===== src/rtl/tick_timer_sched.sv =====
// tick_timer_sched: ms/s tick enables derived from inclk, shared by NCH down-counting timer channels
// loaded through one round-robin load path. Define TICK_SCHED_PERIODIC_EN to build auto-reload channels.
module tick_timer_sched #(
    parameter int CLK_PER_MS = 100000,
    parameter int MS_PER_S   = 1000,
    parameter int NCH        = 4,
    parameter int CNT_W      = 16
) (
    input  logic                 inclk,
    input  logic                 rst,
    input  logic                 enable,
    input  logic [NCH-1:0]       req,
    input  logic [NCH*CNT_W-1:0] req_val,
    input  logic [NCH-1:0]       req_base,
    input  logic [NCH-1:0]       req_periodic,
    input  logic [NCH-1:0]       stop,
    output logic [NCH-1:0]       ack,
    output logic [NCH-1:0]       busy,
    output logic [NCH-1:0]       expire,
    output logic                 ms_tick,
    output logic                 s_tick
);
    localparam int MS_W  = (CLK_PER_MS > 1) ? $clog2(CLK_PER_MS) : 1;
    localparam int S_W   = (MS_PER_S > 1) ? $clog2(MS_PER_S) : 1;
    localparam int IDX_W = $clog2(NCH);
    localparam logic [MS_W-1:0]  MS_LAST  = MS_W'(CLK_PER_MS - 1);
    localparam logic [S_W-1:0]   S_LAST   = S_W'(MS_PER_S - 1);
    localparam logic [IDX_W-1:0] IDX_LAST = IDX_W'(NCH - 1);

    logic [MS_W-1:0]  ms_cnt;
    logic [S_W-1:0]   s_cnt;
    logic             ms_wrap;
    logic [NCH-1:0]   elig;
    logic [IDX_W-1:0] ptr;
    logic [IDX_W-1:0] gnt_idx;
    logic [IDX_W-1:0] cand;
    logic             gnt_vld;
    logic [NCH-1:0]   gnt_oh;

    assign ms_wrap = enable && (ms_cnt == MS_LAST);

    always_ff @(posedge inclk or posedge rst) begin
        if (rst) begin
            ms_cnt  <= '0;
            s_cnt   <= '0;
            ms_tick <= 1'b0;
            s_tick  <= 1'b0;
        end else begin
            ms_tick <= ms_wrap;
            s_tick  <= ms_wrap && (s_cnt == S_LAST);
            if (enable) begin
                ms_cnt <= ms_wrap ? '0 : ms_cnt + 1'b1;
            end
            if (ms_wrap) begin
                s_cnt <= (s_cnt == S_LAST) ? '0 : s_cnt + 1'b1;
            end
        end
    end

    // A channel whose ack is showing is not eligible, so a held req is only seen again one cycle later.
    assign elig = req & ~ack;

    always_comb begin
        gnt_vld = 1'b0;
        gnt_idx = '0;
        gnt_oh  = '0;
        cand    = '0;
        for (int k = 0; k < NCH; k++) begin
            cand = (int'(ptr) + k >= NCH) ? IDX_W'(int'(ptr) + k - NCH) : IDX_W'(int'(ptr) + k);
            if (!gnt_vld && elig[cand]) begin
                gnt_vld = 1'b1;
                gnt_idx = cand;
            end
        end
        if (gnt_vld) begin
            gnt_oh[gnt_idx] = 1'b1;
        end
    end

    always_ff @(posedge inclk or posedge rst) begin
        if (rst) begin
            ptr <= '0;
            ack <= '0;
        end else begin
            ack <= gnt_oh;
            if (gnt_vld) begin
                ptr <= (gnt_idx == IDX_LAST) ? '0 : gnt_idx + 1'b1;
            end
        end
    end

`ifndef TICK_SCHED_PERIODIC_EN
    logic unused_periodic;
    assign unused_periodic = ^req_periodic;
`endif

    for (genvar i = 0; i < NCH; i++) begin : g_ch
        logic [CNT_W-1:0] cnt;
        logic [CNT_W-1:0] load_val;
        logic             base;
        logic             busy_q;
        logic             expire_q;
        logic             tick;
`ifdef TICK_SCHED_PERIODIC_EN
        logic             periodic;
        logic [CNT_W-1:0] reload;
`endif

        // A zero load is treated as one so it still expires on the first base tick.
        assign load_val = (req_val[i*CNT_W +: CNT_W] == '0) ? CNT_W'(1) : req_val[i*CNT_W +: CNT_W];
        assign tick     = busy_q && (base ? s_tick : ms_tick);
        assign busy[i]   = busy_q;
        assign expire[i] = expire_q;

        always_ff @(posedge inclk or posedge rst) begin
            if (rst) begin
                cnt      <= '0;
                base     <= 1'b0;
                busy_q   <= 1'b0;
                expire_q <= 1'b0;
`ifdef TICK_SCHED_PERIODIC_EN
                periodic <= 1'b0;
                reload   <= '0;
`endif
            end else begin
                expire_q <= 1'b0;
                if (stop[i]) begin
                    cnt    <= '0;
                    busy_q <= 1'b0;
                end else if (gnt_oh[i]) begin
                    cnt    <= load_val;
                    base   <= req_base[i];
                    busy_q <= 1'b1;
`ifdef TICK_SCHED_PERIODIC_EN
                    periodic <= req_periodic[i];
                    reload   <= load_val;
`endif
                end else if (tick) begin
                    if (cnt == CNT_W'(1)) begin
                        expire_q <= 1'b1;
`ifdef TICK_SCHED_PERIODIC_EN
                        if (periodic) begin
                            cnt <= reload;
                        end else begin
                            cnt    <= '0;
                            busy_q <= 1'b0;
                        end
`else
                        cnt    <= '0;
                        busy_q <= 1'b0;
`endif
                    end else begin
                        cnt <= cnt - 1'b1;
                    end
                end
            end
        end
    end
endmodule


===== config.mk =====
export PLATFORM = sky130hd
export DESIGN_NAME = tick_timer_sched
export DESIGN_NICKNAME = d
export VERILOG_FILES = /design/src/rtl/tick_timer_sched.sv
export SDC_FILE = /design/constraint.sdc
export NUM_CORES = 1
export LEC_CHECK = 0
export BUFFER_PORTS_ARGS = -buffer_cell sky130_fd_sc_hd__buf_4
export CAP_MARGIN = 25
export CORE_UTILIZATION = 45
export CTS_BUF_LIST = sky130_fd_sc_hd__clkbuf_8
export DETAILED_ROUTE_END_ITERATION = 8
export GPL_TIMING_DRIVEN = 0
export PLACE_DENSITY_LB_ADDON = 0.12
export SYNTH_ARGS = -nofsm -noshare
export SYNTH_HDL_FRONTEND = slang
export SYNTH_SLANG_ARGS = --single-unit

===== constraint.sdc =====
create_clock -name inclk -period 3.9 [get_ports inclk]
set_input_delay 0.39 -clock inclk [delete_from_list [all_inputs] [get_ports inclk]]
set_output_delay 0.39 -clock inclk [all_outputs]
set_load 0.005 [all_outputs]

==> impl_metrics.tcl <==
set metrics [dict create \
    start_util_pct 46.4 \
    place_inst 1061 \
    ys_ff_latch 111 \
    viasPerCell 6.17 \
    worstPathRequired_ps 4150 \
    io_pins 97 \
    post_cts_buffers 0 \
    routedWlPerCell_um 17.5 \
    ys_seq_area_share_pct 41.1 \
    syn-cell-area_um2 6760 \
    cts-htree-levels 3 \
    crit_arrival_ps 3560 \
    drv_cap 0 \
    drive_gt1_share_pct 16.7 \
    die_x_um 125 \
    power_density_nw_per_um2 721 \
    fin_nets 985 \
    vias 6649 \
    grt.total_usage_pct 25.0 \
    area_delta_synth_final_pct 17.4 \
    cts.sinks 111 \
    synth_cells 784 \
    synth.net_count 881 \
    fin_area_um2 7940 \
    ant_nets 0 \
    min_period_ps 3310 \
    cp-start-kind "flop" \
    rrSetupSlack_ps 590 \
    synthTopCellsByArea "dfrtp_1 (41%), nor2_1 (6.2%), o21ai_0 (3.8%), nor3_1 (3.3%), nor4_1 (3.0%)" \
    yosysTopAreaCellShare_pct 41.1 \
    slew_headroom_pct 36.9 \
    ir_worst_vdd_mv 0.306 \
    dieArea_um2 15500 \
    path_class "reg -> reg" \
    first_iter_violations 723 \
    hp-class "in -> async" \
    grt_max_degree 70 \
    grt_first_pass_wirelength_um 31800 \
    yosysUniqueCellTypes 65 \
    std_cell_rows 44 \
    p_leak_uw 0.00336 \
    clock_latency_ps 390 \
    status "finished clean" \
    grt_pass1_vias 6482 \
    avgSynthCellArea_um2 8.63 \
    cp-startpoint "ack[1]" \
    route.detailed.drc 0 \
    coreArea_um2 14600 \
    dp_hpwl_um 13800 \
    rsz0062_at_grt "no" \
    crit_fanout 10 \
    synth_enable_flop_cells 0 \
    antenna_found_initial 0 \
    end_kind "flop" \
    ys_warn_count 0 \
    fmax_mhz 302 \
    routed_wl_um 18900 \
    timing.rr.end "g_ch[2].cnt[4]" \
    yosysTopAreaCell "dfrtp_1" \
    io_buffers 90 \
    worstMarginPinSlew_ps 934 \
    cts_tree "done" \
    setup_slack_ps 587 \
    place_ws_ps 461 \
    r2r-start "ack[1]" \
    die_h_um 125 \
    reg2reg_depth 11 \
    synthFlopType "dfrtp_1" \
    root_buffer "clkbuf_8" \
    instances_no_fill 1077 \
    skew_ps 10.3 \
    clkSlewWorstSetupHoldPaths_ps 110 \
    setup_viol 0 \
    final_max_slew_viol_count 0 \
    insertedDiodeCount 0 \
    grt_overflow 0 \
    cts_buffers 9 \
    clk_path_buf_depth 2 \
    hold_viol_final 0 \
    async_flop_share_pct 100 \
    holdWs_ps 47.7 \
    fillCellCount 1376 \
    timing.final.crit_share_pct 85.0 \
    firstDrtPassIters 5 \
    gp_congestion 0.922 \
    postCtsHoldBufs 0 \
    place_area_um2 7710 \
    ctsResizeCount 0 \
]
-- metrics by stage --
step           total power [uW]  TNS [ps]  util [%]
3_5_place_dp               4860         0      52.9
6_report                   5720         0      54.4
2_1_floorplan              4040         0         -
3_3_place_gp               4780    -88980      52.6
4_1_cts                    5680         0      54.4
5_1_grt                    6200         0      54.4
-- cells in the mapped netlist, types with 16 or more instances --
library cell,n
nor2_1,111
inv_1,20
dfrtp_1,111
or4_1,16
nor4_1,32
clkbuf_1,30
o21ai_0,51
a211oi_1,25
nor3_1,44
nand2_1,53
nand3_1,33
a21oi_1,34
-- cells in the final DEF, fill, tap and decap left out, types with 4 or more instances in the layout --
master	synthesis	routed
nor2_1	111	111
dfrtp_1	111	111
buf_4	8	99
nand2_1	53	53
o21ai_0	51	51
nor3_1	44	44
a21oi_1	34	34
nand3_1	33	33
nor4_1	32	32
clkbuf_1	30	30
a211oi_1	25	25
inv_1	20	19
or4_1	16	16
a31oi_1	14	14
ha_1	14	14
mux2i_1	12	12
a311oi_1	12	12
xnor2_1	10	10
nor2b_1	9	9
mux2_2	9	9
a221oi_1	9	9
or3_1	9	9
nand4_1	9	9
clkbuf_8	0	9
a32oi_1	7	7
or2_2	6	6
nand2b_1	6	6
nor4b_1	5	5
xor2_1	5	5
and2_1	4	4
or3b_2	4	4
nand3b_1	4	4
a21o_1	4	4
o31ai_1	4	4
nand4b_1	4	4
o22ai_1	4	4
-- kinds of logic after synthesis --
kind of cell | share of synthesized area, %
compound gates | 18.8
mux | 3.27
fa+ha+maj | 2.59
simple gates | 28.4
xor+xnor | 1.94
flops | 41.1
buf+inv | 3.90
-- final cells by class --
cell class | count | area (um2) | area share, %
Multi-Input combinational cell | 611 | 3720 | 46.9
Clock inverter | 7 | 104 | 1.31
Buffer | 40 | 181 | 2.28
Clock buffer | 9 | 124 | 1.56
Sequential cell | 111 | 2780 | 35.0
Timing Repair Buffer | 93 | 716 | 9.01
Tap cell | 184 | 230 | 2.90
Inverter | 22 | 85.1 | 1.07
-- power breakdown --
group          switching [uW]  internal, uW
sequential                462          1530
combinational            1740          1190
clock                     426           370
total                    2630          3100
-- worst max-delay path, stage by stage, from the launching register on --
cell      delay, ps
dfrtp_1         390
nor2b_1         180
clkbuf_1        340
o22ai_1         150
o21ai_0         180
nand2_1         110
or2_2           320
ha_1            200
o41ai_1         170
clkbuf_1        450
clkbuf_1        480
a311oi_1        190
-- per-layer routing --
layer	wire length (um)	global-route usage (%)	share of wire, %
met5	0	0	0
met4	310	8.01	1.6
met3	1070	5.11	5.6
met2	9080	40.7	48
met1	8430	33.1	45
-- flip-flops by register name (all words and copies together) (netlist names) --
| register | cells |
|---|---|
| g_ch.busy_q | 4 |
| g_ch.expire_q | 4 |
| ms_cnt | 17 |
| ms_tick | 1 |
| ack | 4 |
| s_tick | 1 |
| g_ch.base | 4 |
| s_cnt | 10 |
| ptr | 2 |
| g_ch.cnt | 64 |
-- worst max-delay path by stage --
stage / endpoint / slack (ps)
floorplan: ack[0] / 580
global placement: g_ch[1].cnt[7] / -810
detailed placement: g_ch[2].cnt[2] / 460
CTS: g_ch[2].cnt[2] / 580
global route: g_ch[2].cnt[2] / 320
finish: g_ch[2].cnt[4] / 590
No activity file was read; power rests on OpenSTA's default activity.
